$ cat config.mk
export PLATFORM = sky130hd
export DESIGN_NAME = int_ctrl_flat
export DESIGN_NICKNAME = d
export VERILOG_FILES = /design/src/rtl/int_ctrl_if.sv /design/src/rtl/int_ctrl.sv /design/src/flat_wrapper.sv
export SDC_FILE = /design/constraint.sdc
export NUM_CORES = 1
export LEC_CHECK = 0
export CORE_UTILIZATION = 34
export CTS_CLUSTER_DIAMETER = 80
export DETAILED_ROUTE_END_ITERATION = 6
export PLACE_DENSITY = 0.73
export SLEW_MARGIN = 25
export SYNTH_ARGS = -nofsm -noshare
export SYNTH_HDL_FRONTEND = slang
export SYNTH_SLANG_ARGS = --single-unit
$ cat constraint.sdc
create_clock -name clk -period 3.95 [get_ports clk]
set_clock_uncertainty 0.2 [all_clocks]
set_input_delay 0.79 -clock clk [delete_from_list [all_inputs] [get_ports clk]]
set_output_delay 0.79 -clock clk [all_outputs]
set_load 0.03 [all_outputs]
$ cat src/rtl/int_ctrl_if.sv
// rtl/int_ctrl_if.sv - interrupt controller request/acknowledge bundle
interface int_ctrl_if;
  // Request side: raw interrupt lines, mask programming, next-PC handshake
  logic [3:0]  irq_in;
  logic        mask_we;
  logic [3:0]  mask_wdata;
  logic        int_ack;
  logic        int_ret;
  logic [31:0] epc_in;

  // Controller outputs
  logic        INT;
  logic [1:0]  INT_data;
  logic [31:0] epc;
  logic        in_service;
  logic [3:0]  pending;
  logic [3:0]  irq_mask;

  // The controller itself
  modport slave (
    input  irq_in, mask_we, mask_wdata, int_ack, int_ret, epc_in,
    output INT, INT_data, epc, in_service, pending, irq_mask
  );

  // The pipeline / environment that drives the controller
  modport master (
    output irq_in, mask_we, mask_wdata, int_ack, int_ret, epc_in,
    input  INT, INT_data, epc, in_service, pending, irq_mask
  );
endinterface

$ cat src/rtl/int_ctrl.sv
// rtl/int_ctrl.sv - four-source edge-triggered interrupt controller with fixed priority
module int_ctrl #(
  parameter int         SYNC_STAGES = 2,
  parameter logic [3:0] MASK_RESET  = 4'hF
) (
  input logic       clk,
  input logic       rst,
  int_ctrl_if.slave bus
);

  typedef enum logic [1:0] {
    IDLE    = 2'd0,
    REQ     = 2'd1,
    SERVICE = 2'd2
  } state_t;

  // Synchronizer chain: stage 0 samples the raw pins, the last stage is the clean value
  logic [SYNC_STAGES-1:0][3:0] sync_q;
  logic [3:0]                  sync_d;
  logic [3:0]                  irq_sync;
  logic [3:0]                  irq_rise;

  logic [3:0]  pending_q;
  logic [3:0]  mask_q;
  logic [3:0]  eligible;
  logic [1:0]  pick_id;
  logic [3:0]  ack_clr;
  logic        ack_take;

  state_t      state;
  logic        int_q;
  logic [1:0]  int_data_q;
  logic [31:0] epc_q;
  logic        in_service_q;

  assign irq_sync = sync_q[SYNC_STAGES-1];
  // A rise is the clean value high while its one-cycle-old copy is low; a held
  // level therefore produces exactly one rise.
  assign irq_rise = irq_sync & ~sync_d;

  // Shift raw requests through the synchronizer and keep a delayed copy for edge detection
  always_ff @(posedge clk or posedge rst) begin
    if (rst) begin
      sync_q <= '0;
      sync_d <= '0;
    end else begin
      sync_q <= {sync_q[SYNC_STAGES-2:0], bus.irq_in};
      sync_d <= irq_sync;
    end
  end

  // Masking only gates selection; pending still records masked sources
  assign eligible = pending_q & mask_q;

  // Lowest index wins: scan from the top so bit 0 is written last
  always_comb begin
    pick_id = 2'd0;
    for (int i = 3; i >= 0; i--) begin
      if (eligible[i]) pick_id = 2'(i);
    end
  end

  // An acknowledge only counts while a request is outstanding
  assign ack_take = (state == REQ) && bus.int_ack;

  // Clear vector for the source being acknowledged
  always_comb begin
    ack_clr = 4'b0000;
    if (ack_take) ack_clr[int_data_q] = 1'b1;
  end

  // Pending latch: a fresh edge on the same bit as the acknowledge must survive,
  // so the set term is OR-ed in after the clear
  always_ff @(posedge clk or posedge rst) begin
    if (rst) begin
      pending_q <= '0;
    end else begin
      pending_q <= (pending_q & ~ack_clr) | irq_rise;
    end
  end

  // Mask register, writable in every state
  always_ff @(posedge clk or posedge rst) begin
    if (rst) begin
      mask_q <= MASK_RESET;
    end else if (bus.mask_we) begin
      mask_q <= bus.mask_wdata;
    end
  end

  // Request/service sequencing with registered INT, vector, epc and in_service
  always_ff @(posedge clk or posedge rst) begin
    if (rst) begin
      state        <= IDLE;
      int_q        <= 1'b0;
      int_data_q   <= 2'd0;
      epc_q        <= 32'd0;
      in_service_q <= 1'b0;
    end else begin
      case (state)
        IDLE: begin
          // The vector is frozen here; later mask writes or new edges cannot move it
          if (|eligible) begin
            int_data_q <= pick_id;
            int_q      <= 1'b1;
            state      <= REQ;
          end
        end
        REQ: begin
          if (bus.int_ack) begin
            epc_q        <= bus.epc_in;
            int_q        <= 1'b0;
            in_service_q <= 1'b1;
            state        <= SERVICE;
          end
        end
        SERVICE: begin
          // No nesting: INT stays low until the handler returns
          if (bus.int_ret) begin
            in_service_q <= 1'b0;
            state        <= IDLE;
          end
        end
        default: begin
          int_q        <= 1'b0;
          in_service_q <= 1'b0;
          state        <= IDLE;
        end
      endcase
    end
  end

  assign bus.INT        = int_q;
  assign bus.INT_data   = int_data_q;
  assign bus.epc        = epc_q;
  assign bus.in_service = in_service_q;
  assign bus.pending    = pending_q;
  assign bus.irq_mask   = mask_q;

endmodule

$ cat src/flat_wrapper.sv
// flat-port wrapper written by rule: the top's interface ports become plain ports
module int_ctrl_flat 
#(
  parameter int         SYNC_STAGES = 2,
  parameter logic [3:0] MASK_RESET  = 4'hF
)
  (clk, rst, bus_irq_in, bus_mask_we, bus_mask_wdata, bus_int_ack, bus_int_ret, bus_epc_in, bus_INT, bus_INT_data, bus_epc, bus_in_service, bus_pending, bus_irq_mask);
  int_ctrl_if bus_i ();
  input logic clk;
  input logic rst;
  input wire logic [$bits(bus_i.irq_in)-1:0] bus_irq_in;
  input wire logic [$bits(bus_i.mask_we)-1:0] bus_mask_we;
  input wire logic [$bits(bus_i.mask_wdata)-1:0] bus_mask_wdata;
  input wire logic [$bits(bus_i.int_ack)-1:0] bus_int_ack;
  input wire logic [$bits(bus_i.int_ret)-1:0] bus_int_ret;
  input wire logic [$bits(bus_i.epc_in)-1:0] bus_epc_in;
  output wire logic [$bits(bus_i.INT)-1:0] bus_INT;
  output wire logic [$bits(bus_i.INT_data)-1:0] bus_INT_data;
  output wire logic [$bits(bus_i.epc)-1:0] bus_epc;
  output wire logic [$bits(bus_i.in_service)-1:0] bus_in_service;
  output wire logic [$bits(bus_i.pending)-1:0] bus_pending;
  output wire logic [$bits(bus_i.irq_mask)-1:0] bus_irq_mask;
  assign bus_i.irq_in = bus_irq_in;
  assign bus_i.mask_we = bus_mask_we;
  assign bus_i.mask_wdata = bus_mask_wdata;
  assign bus_i.int_ack = bus_int_ack;
  assign bus_i.int_ret = bus_int_ret;
  assign bus_i.epc_in = bus_epc_in;
  assign bus_INT = bus_i.INT;
  assign bus_INT_data = bus_i.INT_data;
  assign bus_epc = bus_i.epc;
  assign bus_in_service = bus_i.in_service;
  assign bus_pending = bus_i.pending;
  assign bus_irq_mask = bus_i.irq_mask;
  int_ctrl #(.SYNC_STAGES(SYNC_STAGES), .MASK_RESET(MASK_RESET)) u_core (.clk(clk), .rst(rst), .bus(bus_i));
endmodule
==> flow_summary.yaml <==
outcome:
  status: "finished, final reports clean"
pwr:
  p_clk_share_pct: 17.5
  p_seq_share_pct: 34.2
  power_mw: 2.90
  combPwrFrac_pct: 48.3
  switchingPower_mw: 1.07
  power_density_nw_per_um2: 861
  sw_frac_of_total_pct: 36.8
  p_int_mw: 1.83
  ir_drop_v: 0.000459
  p_leak_nw: 1.50
yosys:
  syn_nets: 184
  syn_inst: 139
  netlist_area_um2: 2250
  yosys_warnings: 0
  syn_area_per_cell_um2: 16.2
  yosys.cell_types.count: 26
  synth-seq-cells: 58
  ys_seq_area_share_pct: 64.8
cells_and_area:
  n_antenna_cell: 0
  layout_commonest_cell: "clkdlybuf4s50_1"
  finalNetCount: 281
  final_area_um2: 3370
  drive_gt1_share_pct: 24.5
  layout_common_cells: "clkdlybuf4s50_1, dfrtp_1, mux2_4, clkbuf_8, mux2_2"
  syn2layout_area_growth_pct: 50.0
sta:
  worst_pin_slew_ns: 0.591
  slew_violations: 0
  rsz0062_at_grt: "no"
  hold_viol: 0
  holdWs_ns: 0.149
  slew_headroom_pct: 60.5
  fin_setup_tns_ns: 0
  min_period_ns: 2.55
  timing.final.crit_share_pct: 64.6
  fmax_mhz: 392
  setup_ws_ns: 1.40
  setup_viol: 0
placed_design:
  place_congestion: 0.738
  pre_cts_ws_ns: 1.48
  dpl.hpwl_mm: 3.05
  portBuffers: 88
  placed_cell_area_um2: 3180
routing:
  wl_mm: 4.38
  ant_nets: 0
  dr.pass1.iters: 4
  viasPerCell: 4.53
  drt_iter0_markers: 66
  vias: 1442
  drc: 0
  wl_per_cell_um: 13.8
setup_path:
  startpoint_type: "register"
  worstPathRequired_ns: 2.96
  reg2reg_depth: 3
  crit_buf_inv: 1
  r2r_setup_slack_ns: 2.25
  path_delay_family: "buffers and inverters"
  crit_type: "reg -> out"
  worstSetupEndpointType: "primary output"
  crit_chain: "clkdlybuf4s50_1"
  cp-startpoint: "u_core.bus.irq_mask[2]"
  crit_slowest_cell: "clkdlybuf4s50_1"
  crit_path_max_incr_delay_ns: 0.68
  timing.rr.start: "u_core.state[0]"
  crit_fanout: 4
  crit_arrival_ns: 1.56
  r2r_end: "u_core.bus.epc[12]"
floorplan:
  core_area_um2: 6350
  fp-row-count: 29
  pin_count: 89
  initial_utilization_pct: 35.4
  die_w_um: 83.3
  die_h_um: 83.3
  dieArea_um2: 6930
clocking:
  numClockSinks: 58
  post_cts_resized: 0
  clk_pin_slew_worst_paths_ns: 0.06
  root_buffer: "clkbuf_8"
  cts_buffers: 9
  cts_setup_buffers: 0
  htreeDepth: 3
  cts_hold_buf: 0
  clockBufferDepth: 2
  clk_latency_ns: 0.33
  tritoncts: "done"
hold_path:
  hold_start: "u_core.sync_q[0]"
  min_path_type: "reg -> reg"
  worst_hold_path.num_cells: 0
  whs_endpoint: "u_core.irq_sync[0]"
grt:
  grt_pass1_wl_mm: 7.33
  antenna_found_initial: 0
  grt_usage_pct: 13.8
  grt_max_degree: 31
  grt_overflow: 0
  grt_pass1_vias: 1469
flow_run:
  max-cap-violations: 0
[how the worst max path moves through the flow]
stage	endpoint	slack (ns)	cells after the start
final	bus_irq_mask[2]	1.40	1
after global routing	bus_irq_mask[2]	1.34	1
after CTS	bus_irq_mask[2]	1.37	1
after detailed placement	u_core.bus.epc[12]	1.48	4
after global placement	u_core.bus.epc[12]	1.51	4
after floorplan	u_core.bus.INT	1.54	1
[final cells by class]
class,count,area (µm²)
Fill cell,544,2980
Sequential cell,58,1460
Timing Repair Buffer,91,903
Multi-Input combinational cell,69,693
Clock buffer,14,183
Tap cell,77,96.3
Inverter,7,26.3
Clock inverter,2,10.0
[power by group through the flow]
stage	clock network (mW)	registers (mW)	logic, mW
after floorplan	0	1.39	0.498
after global placement	0	0.994	1.39
after detailed placement	0	0.997	1.41
after CTS	0.529	0.994	1.41
after global routing	0.557	1.02	1.46
final	0.508	0.990	1.40
[cells in the mapped netlist, drive strengths merged]
library cell	count	area [µm²]
a21oi	3	15.0
or2b	1	7.51
nand3b	1	7.51
nand2b	1	6.26
a221o	1	10.0
dfstp	4	105
nor2	2	7.51
nand2	6	22.5
o31a	1	8.76
mux2	36	499
o31ai	2	15.0
a32o	1	10.0
buf	5	70.1
a22oi	1	7.51
nand3	1	5.00
a21boi	1	7.51
inv	7	26.3
nor3b	1	7.51
a2bb2oi	1	8.76
dfrtp	54	1350
o21ai	8	40.0
o21a	1	7.51
[per-layer routing]
layer / part of all wire [%] / GRT usage (%) / up-vias / wire [µm]
met4: 2.1 / 7.05 / 0 / 90
met3: 7.1 / 5.57 / 9 / 310
li1: - / - / 677 / -
met5: 0 / 0 / - / 0
met2: 47 / 19.7 / 57 / 2050
met1: 44 / 18.0 / 699 / 1930
[per-stage QoR]
stage	cells	utilization (%)
floorplan	139	-
global placement	302	50.0
detailed placement	302	50.0
CTS	318	53.0
global route	318	53.0
finish	318	53.0
[logic make-up after synthesis]
family	after synthesis	synth area share (%)
flip-flops	58	64.8
AO/OA/AOI/OAI	20	5.79
buffers and inverters	12	4.29
multiplexers	36	22.2
AND/OR/NAND/NOR	13	2.84
[sequential cells by signal, indices dropped and copies added, names as in the netlist]
signal                 count
u_core.bus.pending         4
u_core.bus.irq_mask        4
u_core.irq_sync            4
u_core.state               2
u_core.bus.in_service      1
u_core.sync_d              4
u_core.sync_q              4
u_core.bus.INT_data        2
u_core.bus.INT             1
u_core.bus.epc            32
(Power assumes the default switching activity.)
